$ cat src/rtl/wav_recorder_if.sv
// wav_recorder_if
//   Bundles the control, audio and sample-RAM write signals of the
//   wav_recorder capture engine so they travel as a single port.
//
//   Parameter:
//     ADDR_W      RAM address width; must match the recorder instance.
//
//   Signals:
//     switch_rec  one-cycle start pulse
//     switch_stop one-cycle stop pulse
//     audio_in    8-bit unsigned sample, 8'h80 = silence
//     ram_a       RAM write address
//     ram_d       RAM write data
//     ram_we      RAM write strobe, one cycle per sample
//     rec         capture in progress (LED)
//     done        one-cycle completion pulse
//     length      samples written in the current or last capture
//
//   Modports:
//     master      stimulus / control side (drives pulses and audio)
//     slave       the recorder itself
interface wav_recorder_if #(
  parameter int ADDR_W = 14
);
  logic              switch_rec;
  logic              switch_stop;
  logic [7:0]        audio_in;
  logic [ADDR_W-1:0] ram_a;
  logic [7:0]        ram_d;
  logic              ram_we;
  logic              rec;
  logic              done;
  logic [ADDR_W:0]   length;

  modport master (
    output switch_rec, switch_stop, audio_in,
    input  ram_a, ram_d, ram_we, rec, done, length
  );

  modport slave (
    input  switch_rec, switch_stop, audio_in,
    output ram_a, ram_d, ram_we, rec, done, length
  );
endinterface

$ cat src/rtl/wav_recorder.sv
// wav_recorder
//   Audio sample capture engine. A start pulse begins a capture that
//   samples audio_in once every DIV clocks and writes the samples into a
//   dual-port sample RAM from address 0 upward. Capture ends when the
//   buffer is full (2^ADDR_W samples) or on a stop pulse; a one-cycle
//   done pulse is emitted and length reports the number of samples.
//
//   Optional feature (compile-time macro WAV_RECORDER_TRIGGER_EN):
//     when defined, a start first enters an ARM state and recording only
//     begins once |audio_in - 8'h80| >= THRESH. When undefined the
//     trigger logic and the THRESH parameter do not exist.
//
//   Parameters:
//     ADDR_W   RAM address width
//     DIV      clock cycles per sample period (>= 2)
//     THRESH   trigger threshold around midscale (macro builds only)
//
//   Ports:
//     CLK      system clock
//     reset    asynchronous, active-high reset
//     bus      wav_recorder_if slave modport (pulses, audio, RAM write
//              port, rec/done/length status)
module wav_recorder #(
  parameter int ADDR_W = 14,
  parameter int DIV    = 2178
`ifdef WAV_RECORDER_TRIGGER_EN
  , parameter logic [7:0] THRESH = 8'd16
`endif
) (
  input logic           CLK,
  input logic           reset,
  wav_recorder_if.slave bus
);

  localparam int                PS_W      = (DIV > 1) ? $clog2(DIV) : 1;
  localparam logic [PS_W-1:0]   PS_LAST   = PS_W'(DIV - 1);
  localparam logic [PS_W-1:0]   PS_ONE    = PS_W'(1);
  localparam logic [ADDR_W-1:0] ADDR_LAST = '1;
  localparam logic [ADDR_W-1:0] ADDR_ONE  = ADDR_W'(1);
  localparam logic [ADDR_W:0]   LEN_ONE   = (ADDR_W + 1)'(1);

  typedef enum logic [1:0] {
    IDLE,
    ARM,
    RECORD,
    DONE
  } state_t;

  state_t            r_state;
  state_t            w_stateNext;
  logic [PS_W-1:0]   r_prescale;
  logic [ADDR_W-1:0] r_addr;
  logic [ADDR_W-1:0] r_ramA;
  logic [7:0]        r_ramD;
  logic              r_ramWe;
  logic [ADDR_W:0]   r_length;
  logic              w_tick;
  logic              w_clear;
  logic              w_write;

`ifdef WAV_RECORDER_TRIGGER_EN
  logic [8:0] w_dist;
  logic       w_trigger;

  // Distance from midscale is formed in 9 bits on the larger-minus-smaller
  // side so it never wraps.
  assign w_dist    = (bus.audio_in >= 8'h80) ? ({1'b0, bus.audio_in} - 9'h080)
                                             : (9'h080 - {1'b0, bus.audio_in});
  assign w_trigger = (w_dist >= {1'b0, THRESH});
`endif

  assign w_tick = (r_state == RECORD) && (r_prescale == PS_LAST);

  always_ff @(posedge CLK or posedge reset) begin
    if (reset) begin
      r_state <= IDLE;
    end else begin
      r_state <= w_stateNext;
    end
  end

  // Stop is checked last in RECORD so it overrides the buffer-full path,
  // while a tick in the same cycle still writes its sample.
  always_comb begin
    w_stateNext = r_state;
    w_clear     = 1'b0;
    w_write     = 1'b0;
    case (r_state)
      IDLE: begin
        if (bus.switch_rec && !bus.switch_stop) begin
          w_clear = 1'b1;
`ifdef WAV_RECORDER_TRIGGER_EN
          w_stateNext = ARM;
`else
          w_stateNext = RECORD;
`endif
        end
      end
`ifdef WAV_RECORDER_TRIGGER_EN
      ARM: begin
        if (bus.switch_stop) begin
          w_stateNext = DONE;
        end else if (w_trigger) begin
          w_clear     = 1'b1;
          w_stateNext = RECORD;
        end
      end
`endif
      RECORD: begin
        if (w_tick) begin
          w_write = 1'b1;
          if (r_addr == ADDR_LAST) begin
            w_stateNext = DONE;
          end
        end
        if (bus.switch_stop) begin
          w_stateNext = DONE;
        end
      end
      DONE: begin
        w_stateNext = IDLE;
      end
      default: begin
        w_stateNext = IDLE;
      end
    endcase
  end

  // The write port is registered: a tick loads address/data and raises the
  // strobe for exactly the following cycle. Address and data hold between
  // writes. The address register may roll over after the last write, but
  // the FSM has already left RECORD so it is never used.
  always_ff @(posedge CLK or posedge reset) begin
    if (reset) begin
      r_prescale <= '0;
      r_addr     <= '0;
      r_ramA     <= '0;
      r_ramD     <= '0;
      r_ramWe    <= 1'b0;
      r_length   <= '0;
    end else begin
      r_ramWe <= w_write;
      if (w_clear) begin
        r_prescale <= '0;
        r_addr     <= '0;
        r_length   <= '0;
      end else begin
        if (r_state == RECORD) begin
          r_prescale <= w_tick ? '0 : (r_prescale + PS_ONE);
        end
        if (w_write) begin
          r_ramA   <= r_addr;
          r_ramD   <= bus.audio_in;
          r_addr   <= r_addr + ADDR_ONE;
          r_length <= r_length + LEN_ONE;
        end
      end
    end
  end

  assign bus.ram_a  = r_ramA;
  assign bus.ram_d  = r_ramD;
  assign bus.ram_we = r_ramWe;
  assign bus.length = r_length;
  assign bus.rec    = (r_state == RECORD) || (r_state == ARM);
  assign bus.done   = (r_state == DONE);

endmodule
$ cat src/flat_wrapper.sv
// flat-port wrapper written by rule: the top's interface ports become plain ports
module wav_recorder_flat 
#(
  parameter int ADDR_W = 14,
  parameter int DIV    = 2178

)
  (CLK, reset, bus_switch_rec, bus_switch_stop, bus_audio_in, bus_ram_a, bus_ram_d, bus_ram_we, bus_rec, bus_done, bus_length);
  wav_recorder_if #(.ADDR_W(ADDR_W)) bus_i ();
  input logic CLK;
  input logic reset;
  input wire logic [$bits(bus_i.switch_rec)-1:0] bus_switch_rec;
  input wire logic [$bits(bus_i.switch_stop)-1:0] bus_switch_stop;
  input wire logic [$bits(bus_i.audio_in)-1:0] bus_audio_in;
  output wire logic [$bits(bus_i.ram_a)-1:0] bus_ram_a;
  output wire logic [$bits(bus_i.ram_d)-1:0] bus_ram_d;
  output wire logic [$bits(bus_i.ram_we)-1:0] bus_ram_we;
  output wire logic [$bits(bus_i.rec)-1:0] bus_rec;
  output wire logic [$bits(bus_i.done)-1:0] bus_done;
  output wire logic [$bits(bus_i.length)-1:0] bus_length;
  assign bus_i.switch_rec = bus_switch_rec;
  assign bus_i.switch_stop = bus_switch_stop;
  assign bus_i.audio_in = bus_audio_in;
  assign bus_ram_a = bus_i.ram_a;
  assign bus_ram_d = bus_i.ram_d;
  assign bus_ram_we = bus_i.ram_we;
  assign bus_rec = bus_i.rec;
  assign bus_done = bus_i.done;
  assign bus_length = bus_i.length;
  wav_recorder #(.ADDR_W(ADDR_W), .DIV(DIV)) u_core (.CLK(CLK), .reset(reset), .bus(bus_i));
endmodule
$ cat config.mk
export PLATFORM = sky130hd
export DESIGN_NAME = wav_recorder_flat
export DESIGN_NICKNAME = d
export VERILOG_FILES = /design/src/rtl/wav_recorder_if.sv /design/src/rtl/wav_recorder.sv /design/src/flat_wrapper.sv
export SDC_FILE = /design/constraint.sdc
export NUM_CORES = 1
export LEC_CHECK = 0
export BUFFER_PORTS_ARGS = -buffer_cell sky130_fd_sc_hd__buf_4
export CELL_PAD_IN_SITES_DETAIL_PLACEMENT = 0
export CELL_PAD_IN_SITES_GLOBAL_PLACEMENT = 1
export CORE_MARGIN = 5
export CORE_UTILIZATION = 44
export DETAILED_ROUTE_END_ITERATION = 16
export PLACE_DENSITY_LB_ADDON = 0.1
export SYNTH_ARGS = -nofsm -noshare
export SYNTH_HDL_FRONTEND = slang
export SYNTH_SLANG_ARGS = --single-unit
export TNS_END_PERCENT = 100
$ cat constraint.sdc
create_clock -name CLK -period 2.5 [get_ports CLK]
set_input_delay 0.125 -clock CLK [delete_from_list [all_inputs] [get_ports CLK]]
set_output_delay 0.125 -clock CLK [all_outputs]
set_load 0.005 [all_outputs]
==> flow_summary.yaml <==
placed_design:
  hpwl_mm: 4.42
  postPlaceCellArea_um2: 3780
  gp_congestion: 0.762
  dp_cells: 439
  io_buffer_count: 51
cts:
  clk_path_buf_depth: 2
  cts_tree: "done"
  numCtsBuffers: 9
  cts_root_buf: "clkbuf_8"
  cts_max_level: 3
  insertion_delay_ns: 0.34
  clk_pin_slew_ns: 0.07
  cts_setup_buffers: 0
  cts.sinks: 66
final_layout:
  layout.cells.non_filler: 461
  nets: 376
  post-route-util_pct: 55.5
  stdcell_area_um2: 4030
  fill_cells: 647
  layout-drive-gt1-share_pct: 28.2
  diodes: 0
  regArea_um2: 1650
  final_cell_mix: "dfrtp_1, buf_4, a21oi_1"
  synthToLayoutAreaGrowth_pct: 23.2
  layout_commonest_cell: "dfrtp_1"
  multi_input_area_um2: 1510
synth:
  synth_warnings: 0
  synth_edf_count: 0
  synthCells: 294
  yosysSeqAreaShare_pct: 50.6
  synth_flop_cell: "dfrtp_1"
  syn_area_um2: 3270
  ys_async_sr_fraction_pct: 100
  ys_types: 45
  synth_seq_cells: 66
  avgSynthCellArea_um2: 11.1
  syn-num-nets: 313
setup_path:
  critPathLaunch: "u_core.r_state[0]"
  r2r_slack_ns: 0.44
  critPathRequiredTime_ns: 2.76
  worst_path_largest_cell_delay_ns: 0.50
  cp-start-kind: "flip-flop"
  timing.reg2reg.worst_path_depth: 7
  worstSetupPathType: "flip-flop to flip-flop"
  cp.arrival_ns: 2.32
  worstReg2RegEnd: "u_core.r_addr[10]"
  cp-end-kind: "flip-flop"
  cp_cell_sequence: "inv_1, ha_1, and4b_1, nand3_4, buf_12, or4_1, a21oi_1"
  cp_num_cells: 7
  crit_end: "u_core.r_addr[10]"
  worst-path-max-fanout: 23
  cp_slowest_cell: "or4_1"
  cpLargestDelayFamily: "simple AND/OR/NAND/NOR gates"
  cp_num_buf_inv: 2
  r2r-start: "u_core.r_state[0]"
status:
  status: "finished, final reports clean"
worst_hold_path:
  hold_class: "input pin to flip-flop"
timing:
  tightest_slew_ns: 0.842
  rsz0062_at_grt: "false"
  setup_viol: 0
  hold_violations: 0
  tns_ns: 0
  slew_violations: 0
  min_period_over_period_pct: 82.3
  clock_skew_ns: 0.0123
  min_period_ns: 2.06
  clock.fmax_ghz: 0.486
  slew_headroom_pct: 43.9
die:
  start_util_pct: 45.0
  dieWidth_um: 96.2
  num_rows: 31
  design.die.area_um2: 9250
  pin_count: 52
  core_um2: 7250
  die_h_um: 96.2
power_and_ir_drop:
  ir_drop_uv: 510
  switching_share_pct: 28.4
  clock_power_share_pct: 35.2
  p_leak_nw: 1.94
  p_int_w: 0.00175
  finalPower_w: 0.00245
  pwr-share-comb_pct: 15.6
  seq_power_share_pct: 49.2
  power_density_nw_per_um2: 608
  p_switching_w: 0.000695
global_routing:
  grt_pass1_vias: 2388
  grt_overflow: 0
  antenna_found_initial: 0
  grt_use_total_pct: 16.2
  grt_max_degree: 67
  grt_pass1_wl_mm: 11.4
job:
  maxCapViolations: 0
detailed_routing:
  wl_mm: 6.66
  via_per_inst: 5.31
  firstDrtPassIters: 4
  post-route-drc-count: 0
  vias: 2446
  first_iter_violations: 63
  routedWlPerCell_um: 14.4
  ant_nets: 0
[worst reg2reg max path: stages, from the launching register on]
cell and delay (ns):
dfrtp_1 0.41, inv_1 0.09, ha_1 0.16, and4b_1 0.35, nand3_4 0.13, buf_12 0.19, or4_1 0.50, a21oi_1 0.15
[synthesized netlist by cell type, types with 2 or more instances]
master	instances	share of area [%]
or4_1	9	2.1
and2_1	2	0.38
nor2b_1	2	0.38
o21ai_0	14	2.1
xnor2_1	4	1.1
nand3_1	8	1.2
nand2_1	23	2.6
mux2_4	20	9.2
or3_1	13	2.5
nor4_1	2	0.38
o211ai_1	4	0.92
ha_1	7	2.7
and3_1	6	1.1
buf_2	3	0.46
dfrtp_1	66	51
mux2_2	2	0.69
clkbuf_1	5	0.57
inv_1	9	1.0
a21oi_1	24	3.7
buf_6	3	1.0
o31ai_1	7	1.6
o2111ai_1	2	0.54
and4_1	5	1.3
nor2_1	16	1.8
xor2_1	9	2.4
nand4_1	9	1.7
o21a_1	2	0.46
[routing by layer]
layer,routed length [um],vias to the layer above,GRT usage (%)
li1,-,1196,-
met1,3050,1188,21.3
met2,3080,55,24.6
met3,448,7,4.85
met4,79,0,6.75
met5,0,-,0
[power groups by stage]
stage / logic [W] / registers (W) / clock network, W
after floorplan: 0.000256 / 0.00121 / 0
after global placement: 0.000380 / 0.00123 / 0
after detailed placement: 0.000379 / 0.00123 / 0
after CTS: 0.000383 / 0.00120 / 0.000896
after global routing: 0.000444 / 0.00122 / 0.000953
final: 0.000382 / 0.00121 / 0.000862
[worst min-delay path by stage]
stage / from / to / slack [ns] / cells past startpoint
2_1_floorplan: bus_audio_in[0] / u_core.bus.ram_d[0] / 0.27 / 1
3_3_place_gp: bus_audio_in[1] / u_core.bus.ram_d[1] / 0.36 / 2
3_5_place_dp: bus_audio_in[0] / u_core.bus.ram_d[0] / 0.36 / 2
4_1_cts: bus_audio_in[7] / u_core.bus.ram_d[7] / 0.002 / 2
5_1_grt: bus_audio_in[3] / u_core.bus.ram_d[3] / 0.0007 / 2
6_report: bus_audio_in[0] / u_core.bus.ram_d[0] / 0.02 / 2
[area by class of cell]
| class | count | share of cell area, % |
|---|---|---|
| Sequential cell | 66 | 41.0 |
| Tap cell | 99 | 3.08 |
| Clock buffer | 11 | 3.26 |
| Inverter | 10 | 0.932 |
| Clock inverter | 5 | 1.37 |
| Timing Repair Buffer | 64 | 12.9 |
| Multi-Input combinational cell | 206 | 37.4 |
[cell families (layout without fill, tap and decap cells)]
family	after synthesis	after routing	share of synthesized area, %
compound gates	58	58	10.5
fa+ha+maj	7	7	2.68
buf+inv	22	90	3.33
flops	66	66	50.6
mux	23	23	10.2
xor+xnor	13	13	3.49
simple gates	105	105	19.2
[registers in the layout (all words and copies together) (netlist names)]
name	cells
u_core.r_prescale	12
u_core.r_addr	14
u_core.bus.ram_we	1
u_core.bus.length	15
u_core.bus.ram_d	8
u_core.r_state	2
u_core.bus.ram_a	14
[through the flow]
step	hold WS (ns)	setup WS [ns]
after floorplan	0.274	0.497
after global placement	0.361	0.504
after detailed placement	0.360	0.452
after CTS	0.00207	0.428
after global routing	0.000704	0.278
final	0.0185	0.442
[what timing repair did]
item,in CTS,in global routing
endpoints found under the hold margin,1,5
gates resized for setup,0,0
hold buffers,1,5
Power figures use the tool's default switching activity.
